==> src/rtl/fft_pkg.sv <==
// rtl/fft_pkg.sv - shared widths, state encoding and group pack/unpack for the 16-point FFT front end
package fft_pkg;

    localparam int CW  = 17;
    localparam int FW  = 2 * CW;
    localparam int GW  = 4 * FW;
    localparam int NPT = 16;

    typedef enum logic [1:0] {
        LOAD    = 2'd0,
        ISSUE1  = 2'd1,
        WAIT_WB = 2'd2,
        ISSUE2  = 2'd3
    } state_t;

    typedef logic [FW-1:0] field_t;

    // Group layout is {in4, in3, in2, in1}, in1 in the least significant field.
    function automatic logic [GW-1:0] pack_group(input field_t f1, input field_t f2,
                                                  input field_t f3, input field_t f4);
        return {f4, f3, f2, f1};
    endfunction

    function automatic field_t unpack_field(input logic [GW-1:0] g, input logic [1:0] idx);
        field_t f;
        case (idx)
            2'd0:    f = g[FW-1:0];
            2'd1:    f = g[2*FW-1:FW];
            2'd2:    f = g[3*FW-1:2*FW];
            default: f = g[4*FW-1:3*FW];
        endcase
        return f;
    endfunction

endpackage

==> src/rtl/fft_s2p_ctrl.sv <==
// rtl/fft_s2p_ctrl.sv - frame FSM with load pointer, issue counter and writeback counter
module fft_s2p_ctrl
    import fft_pkg::*;
(
    input  logic       i_clk,
    input  logic       i_rst_n,
    input  logic       i_in_valid,
    input  logic       i_wb_valid,
    input  logic [2:0] i_wb_rotation,
    output state_t     o_state,
    output logic [3:0] o_wp,
    output logic [1:0] o_cnt,
    output logic       o_load_we,
    output logic       o_wb_we,
    output logic       o_frame_done
);

    state_t     r_state;
    state_t     w_state_nxt;
    logic [3:0] r_wp;
    logic [3:0] w_wp_nxt;
    logic [1:0] r_cnt;
    logic [1:0] w_cnt_nxt;
    logic [2:0] r_wb_cnt;
    logic [2:0] w_wb_cnt_nxt;
    logic [2:0] w_wb_sum;
    logic       w_wb_all;
    logic       r_frame_done;
    logic       w_frame_done_nxt;
    logic       w_load_we;
    logic       w_wb_we;

    assign w_load_we = (r_state == LOAD) && i_in_valid && i_rst_n;
    assign w_wb_we   = ((r_state == ISSUE1) || (r_state == WAIT_WB)) && i_wb_valid
                       && !i_wb_rotation[2];
    // Counting the writeback accepted this cycle lets stage 2 start right after the 4th write.
    assign w_wb_sum  = r_wb_cnt + {2'b00, w_wb_we};
    assign w_wb_all  = w_wb_sum[2];

    always_ff @(posedge i_clk or negedge i_rst_n) begin
        if (!i_rst_n) begin
            r_state      <= LOAD;
            r_wp         <= '0;
            r_cnt        <= '0;
            r_wb_cnt     <= '0;
            r_frame_done <= 1'b0;
        end else begin
            r_state      <= w_state_nxt;
            r_wp         <= w_wp_nxt;
            r_cnt        <= w_cnt_nxt;
            r_wb_cnt     <= w_wb_cnt_nxt;
            r_frame_done <= w_frame_done_nxt;
        end
    end

    always_comb begin
        w_state_nxt      = r_state;
        w_wp_nxt         = r_wp;
        w_cnt_nxt        = r_cnt;
        w_wb_cnt_nxt     = w_wb_sum;
        w_frame_done_nxt = 1'b0;
        case (r_state)
            LOAD: begin
                if (w_load_we) begin
                    w_wp_nxt = r_wp + 4'd1;
                    if (r_wp == 4'(NPT - 1)) begin
                        w_state_nxt  = ISSUE1;
                        w_cnt_nxt    = '0;
                        w_wb_cnt_nxt = '0;
                    end
                end
            end
            ISSUE1: begin
                w_cnt_nxt = r_cnt + 2'd1;
                if (r_cnt == 2'd3) begin
                    if (w_wb_all) begin
                        w_state_nxt  = ISSUE2;
                        w_wb_cnt_nxt = '0;
                    end else begin
                        w_state_nxt = WAIT_WB;
                    end
                end
            end
            WAIT_WB: begin
                if (w_wb_all) begin
                    w_state_nxt  = ISSUE2;
                    w_cnt_nxt    = '0;
                    w_wb_cnt_nxt = '0;
                end
            end
            ISSUE2: begin
                w_cnt_nxt = r_cnt + 2'd1;
                if (r_cnt == 2'd3) begin
                    w_state_nxt      = LOAD;
                    w_frame_done_nxt = 1'b1;
                end
            end
            default: w_state_nxt = LOAD;
        endcase
    end

    assign o_state      = r_state;
    assign o_wp         = r_wp;
    assign o_cnt        = r_cnt;
    assign o_load_we    = w_load_we;
    assign o_wb_we      = w_wb_we;
    assign o_frame_done = r_frame_done;

endmodule

==> src/rtl/fft_s2p_buffer.sv <==
// rtl/fft_s2p_buffer.sv - serial-to-parallel frame buffer feeding the radix-4 butterfly
module fft_s2p_buffer
    import fft_pkg::*;
#(
    parameter int IN_W = 16
) (
    input  logic            clk,
    input  logic            reset,
    input  logic            in_valid,
    input  logic [IN_W-1:0] in_re,
    input  logic [IN_W-1:0] in_im,
    output logic            in_ready,
    output logic [GW-1:0]   calc_in,
    output logic            calc_valid,
    output logic [2:0]      rotation,
    input  logic            wb_valid,
    input  logic [2:0]      wb_rotation,
    input  logic [GW-1:0]   wb_data,
    output logic            busy,
    output logic            frame_done
);

    state_t        w_state;
    logic [3:0]    w_wp;
    logic [1:0]    w_cnt;
    logic          w_load_we;
    logic          w_wb_we;
    logic          w_frame_done;
    logic [CW-1:0] w_re_ext;
    logic [CW-1:0] w_im_ext;
    field_t        w_f [4];
    logic [GW-1:0] w_group;
    field_t        r_mem [NPT];

    fft_s2p_ctrl u_ctrl (
        .i_clk         (clk),
        .i_rst_n       (reset),
        .i_in_valid    (in_valid),
        .i_wb_valid    (wb_valid),
        .i_wb_rotation (wb_rotation),
        .o_state       (w_state),
        .o_wp          (w_wp),
        .o_cnt         (w_cnt),
        .o_load_we     (w_load_we),
        .o_wb_we       (w_wb_we),
        .o_frame_done  (w_frame_done)
    );

    assign w_re_ext = {{(CW - IN_W){in_re[IN_W-1]}}, in_re};
    assign w_im_ext = {{(CW - IN_W){in_im[IN_W-1]}}, in_im};

    // Sample storage is deliberately left uninitialised by reset; a new frame overwrites it.
    always_ff @(posedge clk) begin
        if (w_load_we) begin
            r_mem[w_wp] <= {w_re_ext, w_im_ext};
        end
        if (w_wb_we) begin
            for (int j = 0; j < 4; j++) begin
                r_mem[{2'(j), wb_rotation[1:0]}] <= unpack_field(wb_data, 2'(j));
            end
        end
    end

    // Stage 1 reads column k (stride 4), stage 2 reads row m (contiguous).
    always_comb begin
        for (int j = 0; j < 4; j++) begin
            if (w_state == ISSUE1) begin
                w_f[j] = r_mem[{2'(j), w_cnt}];
            end else begin
                w_f[j] = r_mem[{w_cnt, 2'(j)}];
            end
        end
    end

    assign w_group    = pack_group(w_f[0], w_f[1], w_f[2], w_f[3]);
    assign calc_valid = (w_state == ISSUE1) || (w_state == ISSUE2);
    assign calc_in    = calc_valid ? w_group : '0;
    assign rotation   = calc_valid ? {w_state == ISSUE2, w_cnt} : 3'd0;
    assign in_ready   = (w_state == LOAD);
    assign busy       = (w_state != LOAD);
    assign frame_done = w_frame_done;

endmodule
==> config.mk <==
export PLATFORM = sky130hd
export DESIGN_NAME = fft_s2p_buffer
export DESIGN_NICKNAME = d
export VERILOG_FILES = /design/src/rtl/fft_pkg.sv /design/src/rtl/fft_s2p_ctrl.sv /design/src/rtl/fft_s2p_buffer.sv
export SDC_FILE = /design/constraint.sdc
export NUM_CORES = 1
export LEC_CHECK = 0
export BUFFER_PORTS_ARGS = -buffer_cell sky130_fd_sc_hd__buf_2
export CAP_MARGIN = 30
export CORE_ASPECT_RATIO = 1.75
export CORE_MARGIN = 2
export CORE_UTILIZATION = 30
export DETAILED_ROUTE_END_ITERATION = 10
export SLEW_MARGIN = 40
export SYNTH_ARGS = -nofsm -noshare
export SYNTH_HDL_FRONTEND = slang
export SYNTH_SLANG_ARGS = --single-unit
==> constraint.sdc <==
create_clock -name clk -period 11.4 [get_ports clk]
set_input_delay 2.28 -clock clk [delete_from_list [all_inputs] [get_ports clk]]
set_output_delay 2.28 -clock clk [all_outputs]
set_load 0.1 [all_outputs]
# Yosys cells after proc, flatten, opt, wreduce, memory -nomap -nowiden
# Memories as Yosys holds them, arrays and structs flattened.
# Cells that the tools add are included.
[op_classes]
reduce_logical = 14
add_sub_neg = 3
n_mux = 35
eq_ne = 10
[op_table]
columns = ["cell", "count"]
rows = [
  ["$mux 34", 9],
  ["$mux 136", 1],
  ["$reduce_or 34->1", 1],
  ["$mux 2", 9],
  ["$mux 3", 4],
  ["$ne 2x1->1 const B", 5],
  ["$pmux 3 s3", 1],
  ["$mux 1", 8],
  ["$pmux 2 s4", 1],
  ["$eq 2x2->1 const B", 3],
  ["$pmux 2 s3", 1],
  ["$reduce_and 5->1", 1],
  ["$add 4x1->4 const B", 1],
  ["$eq 4x4->1 const B", 1],
  ["$logic_and 1x1->1", 4],
  ["$mux 4", 1],
  ["$add 3x1->3", 1],
  ["$reduce_and 3->1", 1],
  ["$add 2x1->2 const B", 1],
  ["$eq 2x1->1 const B", 1],
  ["$logic_not 2->1", 1],
  ["$logic_or 1x1->1", 2],
  ["$reduce_and 2->1", 1],
  ["$reduce_bool 2->1", 1],
  ["other kinds (2)", 2],
]
[word_totals]
ram_bits = 544
out_inout_bits = 143
elab_cells = 68
memories = 1
register_bits = 12
inputBits = 175
[mem_list]
columns = ["memory", "depth", "word_bits", "rd", "rd_ports_with_merged_regs", "wr", "line_no", "source"]
rows = [
  ["r_mem", 16, 34, 8, 0, 4, "fft_s2p_buffer.sv:33", "field_t r_mem [NPT];"],
]

# Logic depth before layout (Yosys ltp)
[depth]
word_depth = 8
depth_mapped = 11

# Hierarchy
# A second synthesis with hierarchy kept.
[hier_totals]
hier_cells = 2689
area_unflattened_um2 = 30787.0
[modules_own_cells]
columns = ["module", "instances", "area_each_um2", "cells_each", "seq_area_each_um2"]
rows = [
  ["fft_s2p_buffer", 1, 30145.2, 2631, 16335.7],
  ["fft_s2p_ctrl", 1, 641.9, 58, 300.3],
]

# Worst setup path after synthesis
# Ideal clock, no wire load.
[synth_path]
path_kind = "flip-flop to output port"
start = "register u_ctrl.r_state[0] (netlist: u_ctrl.o_state[0])"
end = "output port calc_in[103]"
t_arrival_ns = 4.762
n_path_buf = 1
required_ns = 9.120
slack_ns = 4.358
path_stages_with_launch = 7
cell_sequence = "dfrtp_1 ha_1 buf_4 nor2_2 nor2_1 nand2_1 a21oi_1"
[synth_via]
elab_chain_cells = 3
elab_cells_between_ends = 5
classes_between = "2 x eq/ne; 2 x mux; 1 x reduce/logical"
[synth_rtl]
columns = ["element", "line_no", "source"]
rows = [
  ["start, declared", "fft_s2p_ctrl.sv:18", "state_t r_state;"],
  ["start signal, assigned", "fft_s2p_ctrl.sv:48", "r_state <= w_state_nxt;"],
  ["$eq 2x1->1 or $eq 2x2->1 (tied branches)", "fft_s2p_buffer.sv:67, fft_s2p_buffer.sv:76", ""],
  ["$mux 34 or $logic_or 1x1->1 (tied branches)", "fft_s2p_buffer.sv:67, fft_s2p_buffer.sv:76", ""],
  ["$mux 136 (*)", "fft_s2p_buffer.sv:77", "assign calc_in = calc_valid ? w_group : '0;"],
  ["end, declared", "fft_s2p_buffer.sv:13", "output logic [GW-1:0] calc_in,"],
]
# Every way passes the cells marked *; elsewhere a longest branch is shown, timed or not.

# Final worst setup path
[layout_path]
start = "register u_ctrl.r_state[1] (netlist: u_ctrl.o_state[1])"
end = "output port calc_in[57]"
# Same word-level chain as after synthesis.

==> results.md <==
* Crit path max-delay family: buffers and inverters
* Clk pwr share at 0.177
* Mean post-synth cell area at 11.0 µm²
* Mapped Cells at 2713
* Worst Hold Class: reg -> reg
* Hold Fails Final Rpt at 0
* Post-CTS sizing at 0
* Synth Flop Type: edfxtp_1
* # DRC at 0
* # fillers at 9961
* Asr flop ratio synth at 0.0216
* IO buf count at 317
* Slowest-stage cell, CP: a311oi_1
* Pleak at 12.3 nW
* Max-Slew Margin vs Limit at 0.394
* Peak Freq at 0.140 GHz
* Actual slew at the worst max-slew pin at 0.908 ns
* Row count at 153
* Final setup viols at 0
* Synthesized flop and latch total at 556
* EDFF count, synth at 544
* Nature of the critical path endpoint: output pin
* CP arrival at 4.86 ns
* Vias post-DR at 23600
* Clk Tree Root Cell: clkbuf_16
* GPL Wtd Cong at 0.811
* Final Util at 0.353
* Vias in the first global route at 23700
* CTS tree: done
* Max Cap Viol at 0
* GRT Residual Overflow at 0
* # hold bufs at CTS at 0
* DR vias/cell at 5.48
* Mapped Area at 0.0298 mm²
* Clock Skews at 0.0256 ns
* Layout Nets at 3126
* CP cell instances: inv_1 > ha_4 > buf_6 > buf_4 > buf_12 > a221o_1 > a21oi_1 > a311oi_1 > buf_2
* Setup TNS at 0 ns
* Clk pin slew, worst setup/hold paths at 0.06 ns
* Setup Buffers After CTS at 0
* Tot GR Track Use at 0.224
* Die Y at 421 µm
* Most frequent cells in the layout: nor2_1, edfxtp_1, buf_2
* Buffers & Inverters on Critical Path at 5
* Wire length per cell at 27.2 µm
* Most common cell after layout, fill and taps aside: nor2_1
* H-tree lvl count at 2
* DRT Wirelength at 117 mm
* Mapped Nets at 2896
* Initial core utilization at 0.301
* Worst-case clock buffer depth at 3
* Share of cells above drive strength 1 at 0.211
* Pwr/cell area at 310 mW/mm²
* Clk Latency, worst-skew pair at 0.64 ns
* Worst Setup Path Type: reg -> out
* First-pass GRT wire length at 165 mm
* Layout Area Growth over Synthesis at 17.4%
* Switching portion of total power at 0.534
* Final period utilization at 0.626
* RSZ-0062 raised after global routing: no
* Antenna violations before repair at 19
* Routed Antenna Nets at 0
* Ys Warns at 0
* Tmin final at 7.14 ns
* Status: finished clean
* Area leader, netlist: edfxtp_1
* Num CTS Buffers at 55
* Combinational power share at 0.579
* Crit path largest cell delay at 0.67 ns
* DP HPWL at 77.0 mm
* Sequential-to-total area share from yosys stat at 0.558
* Int Power at 5.05 mW
* Top post-synthesis cells by area: edfxtp_1, nor2_1, mux4_2, mux2i_1, a21oi_1
* First DRT Iteration DRCs at 2016
* Clk sinks at 556
* Worst vdd ir at 0.270 mV
* Die area at 0.102 mm²
* Largest net degree at the start of global routing at 87
* Synth cell types at 46
* Psw at 5.78 mW
* Core Area at 0.0990 mm²
* Flop pwr share at 0.243
* I/O pin count at 318
* Post-synth top area share at 0.548
* Type of origin of the critical path: register
* Fin. max-slew vios at 0
* Worst EP required at 9.12 ns
* Max FO, Critical Path at 61
* Die width at 242 µm
* Drt pass-1 iters at 8
-- logic make-up after synthesis --
family	share of synthesized area
adder cells (fa/ha/maj)	0.00336
XOR/XNOR	0.00118
AND/OR/NAND/NOR	0.148
flip-flops	0.558
buffers and inverters	0.0400
multiplexers	0.106
AO/OA/AOI/OAI	0.143
-- metrics by stage --
step / instances / hold WS (ns) / power [mW] / cell area (µm²) / worst slack (ns)
2_1_floorplan: 2713 / 0.517 / 7.53 / 29800 / 4.36
3_3_place_gp: 4180 / 0.565 / 8.89 / 32600 / 4.67
3_5_place_dp: 4201 / 0.567 / 8.95 / 33000 / 4.68
4_1_cts: 4302 / 0.585 / 10.9 / 34900 / 3.98
5_1_grt: 4310 / 0.631 / 11.2 / 35000 / 4.10
6_report: 4313 / 0.580 / 10.8 / 35000 / 4.26
-- cells in the mapped netlist (2+ instances only) --
cell / instances
edfxtp_1: 544
a221oi_1: 25
mux2_2: 30
dfrtp_1: 12
a221o_1: 59
mux4_2: 70
or3_1: 3
buf_2: 76
a211oi_1: 40
clkbuf_1: 83
a22o_1: 8
nand2_1: 109
buf_1: 18
a311oi_1: 25
mux2i_1: 121
inv_1: 13
mux2_4: 2
ha_1: 8
nand3b_1: 3
a21boi_0: 7
or2b_1: 3
o21ai_0: 117
o22ai_1: 38
buf_6: 15
buf_4: 27
and2_1: 5
nand2b_1: 137
o21a_1: 120
xnor2_1: 4
a21oi_1: 192
o211ai_1: 2
nand2b_4: 4
a21oi_2: 13
nor2_1: 738
nand3_1: 31
-- registers in the layout, indices dropped and copies added (netlist names) --
register and count:
r_mem 544, u_ctrl.o_wp 4, u_ctrl.r_wb_cnt 3, u_ctrl.o_cnt 2, u_ctrl.o_state 2, u_ctrl.o_frame_done 1
-- power by group through the flow --
stage / Sequential (mW) / Combinational [mW] / Clock (mW)
6_report: 2.64 / 6.27 / 1.92
5_1_grt: 2.65 / 6.57 / 2.02
4_1_cts: 2.63 / 6.29 / 1.96
3_5_place_dp: 2.68 / 6.28 / 0
3_3_place_gp: 2.67 / 6.21 / 0
2_1_floorplan: 2.63 / 4.90 / 0
-- per-layer routing --
metal	GRT usage	vias to the layer above	routed length, µm
met3	0.0364	317	7670
li1	-	10400	-
met4	0.128	16	7070
met1	0.250	11800	42400
met2	0.402	1101	59900
met5	0	-	101
-- worst min-delay path, cell delays in order (launching register included) --
cell     delay [ns]
dfrtp_1        0.33
ha_1           0.12
and2_1         0.11
-- area by class of cell --
type                            instances  area, µm²  share of cell area
Clock buffer                           71       1520              0.0434
Clock inverter                         30        332             0.00948
Multi-Input combinational cell       1922      12300               0.351
Antenna cell                            9       22.5            0.000644
Timing Repair Buffer                  393       2490              0.0711
Inverter                               15       58.8             0.00168
Tap cell                             1317       1650              0.0471
Sequential cell                       556      16600               0.476
-- final timing paths --
check,cells after the start,endpoint,slack [ns],start
worst max register to register,7,r_mem[1][13],7.16,u_ctrl.o_state[0]
min in group asynchronous,1,u_ctrl.o_frame_done,1.55,reset
worst min register to register,2,u_ctrl.r_wb_cnt[0],0.58,u_ctrl.r_wb_cnt[0]
max in group asynchronous,1,u_ctrl.o_cnt[1],9.52,reset
worst min-delay path,2,u_ctrl.r_wb_cnt[0],0.58,u_ctrl.r_wb_cnt[0]
worst max-delay path,9,calc_in[57],4.26,u_ctrl.o_state[1]
Note: power is estimated with default switching activity, not from simulation.
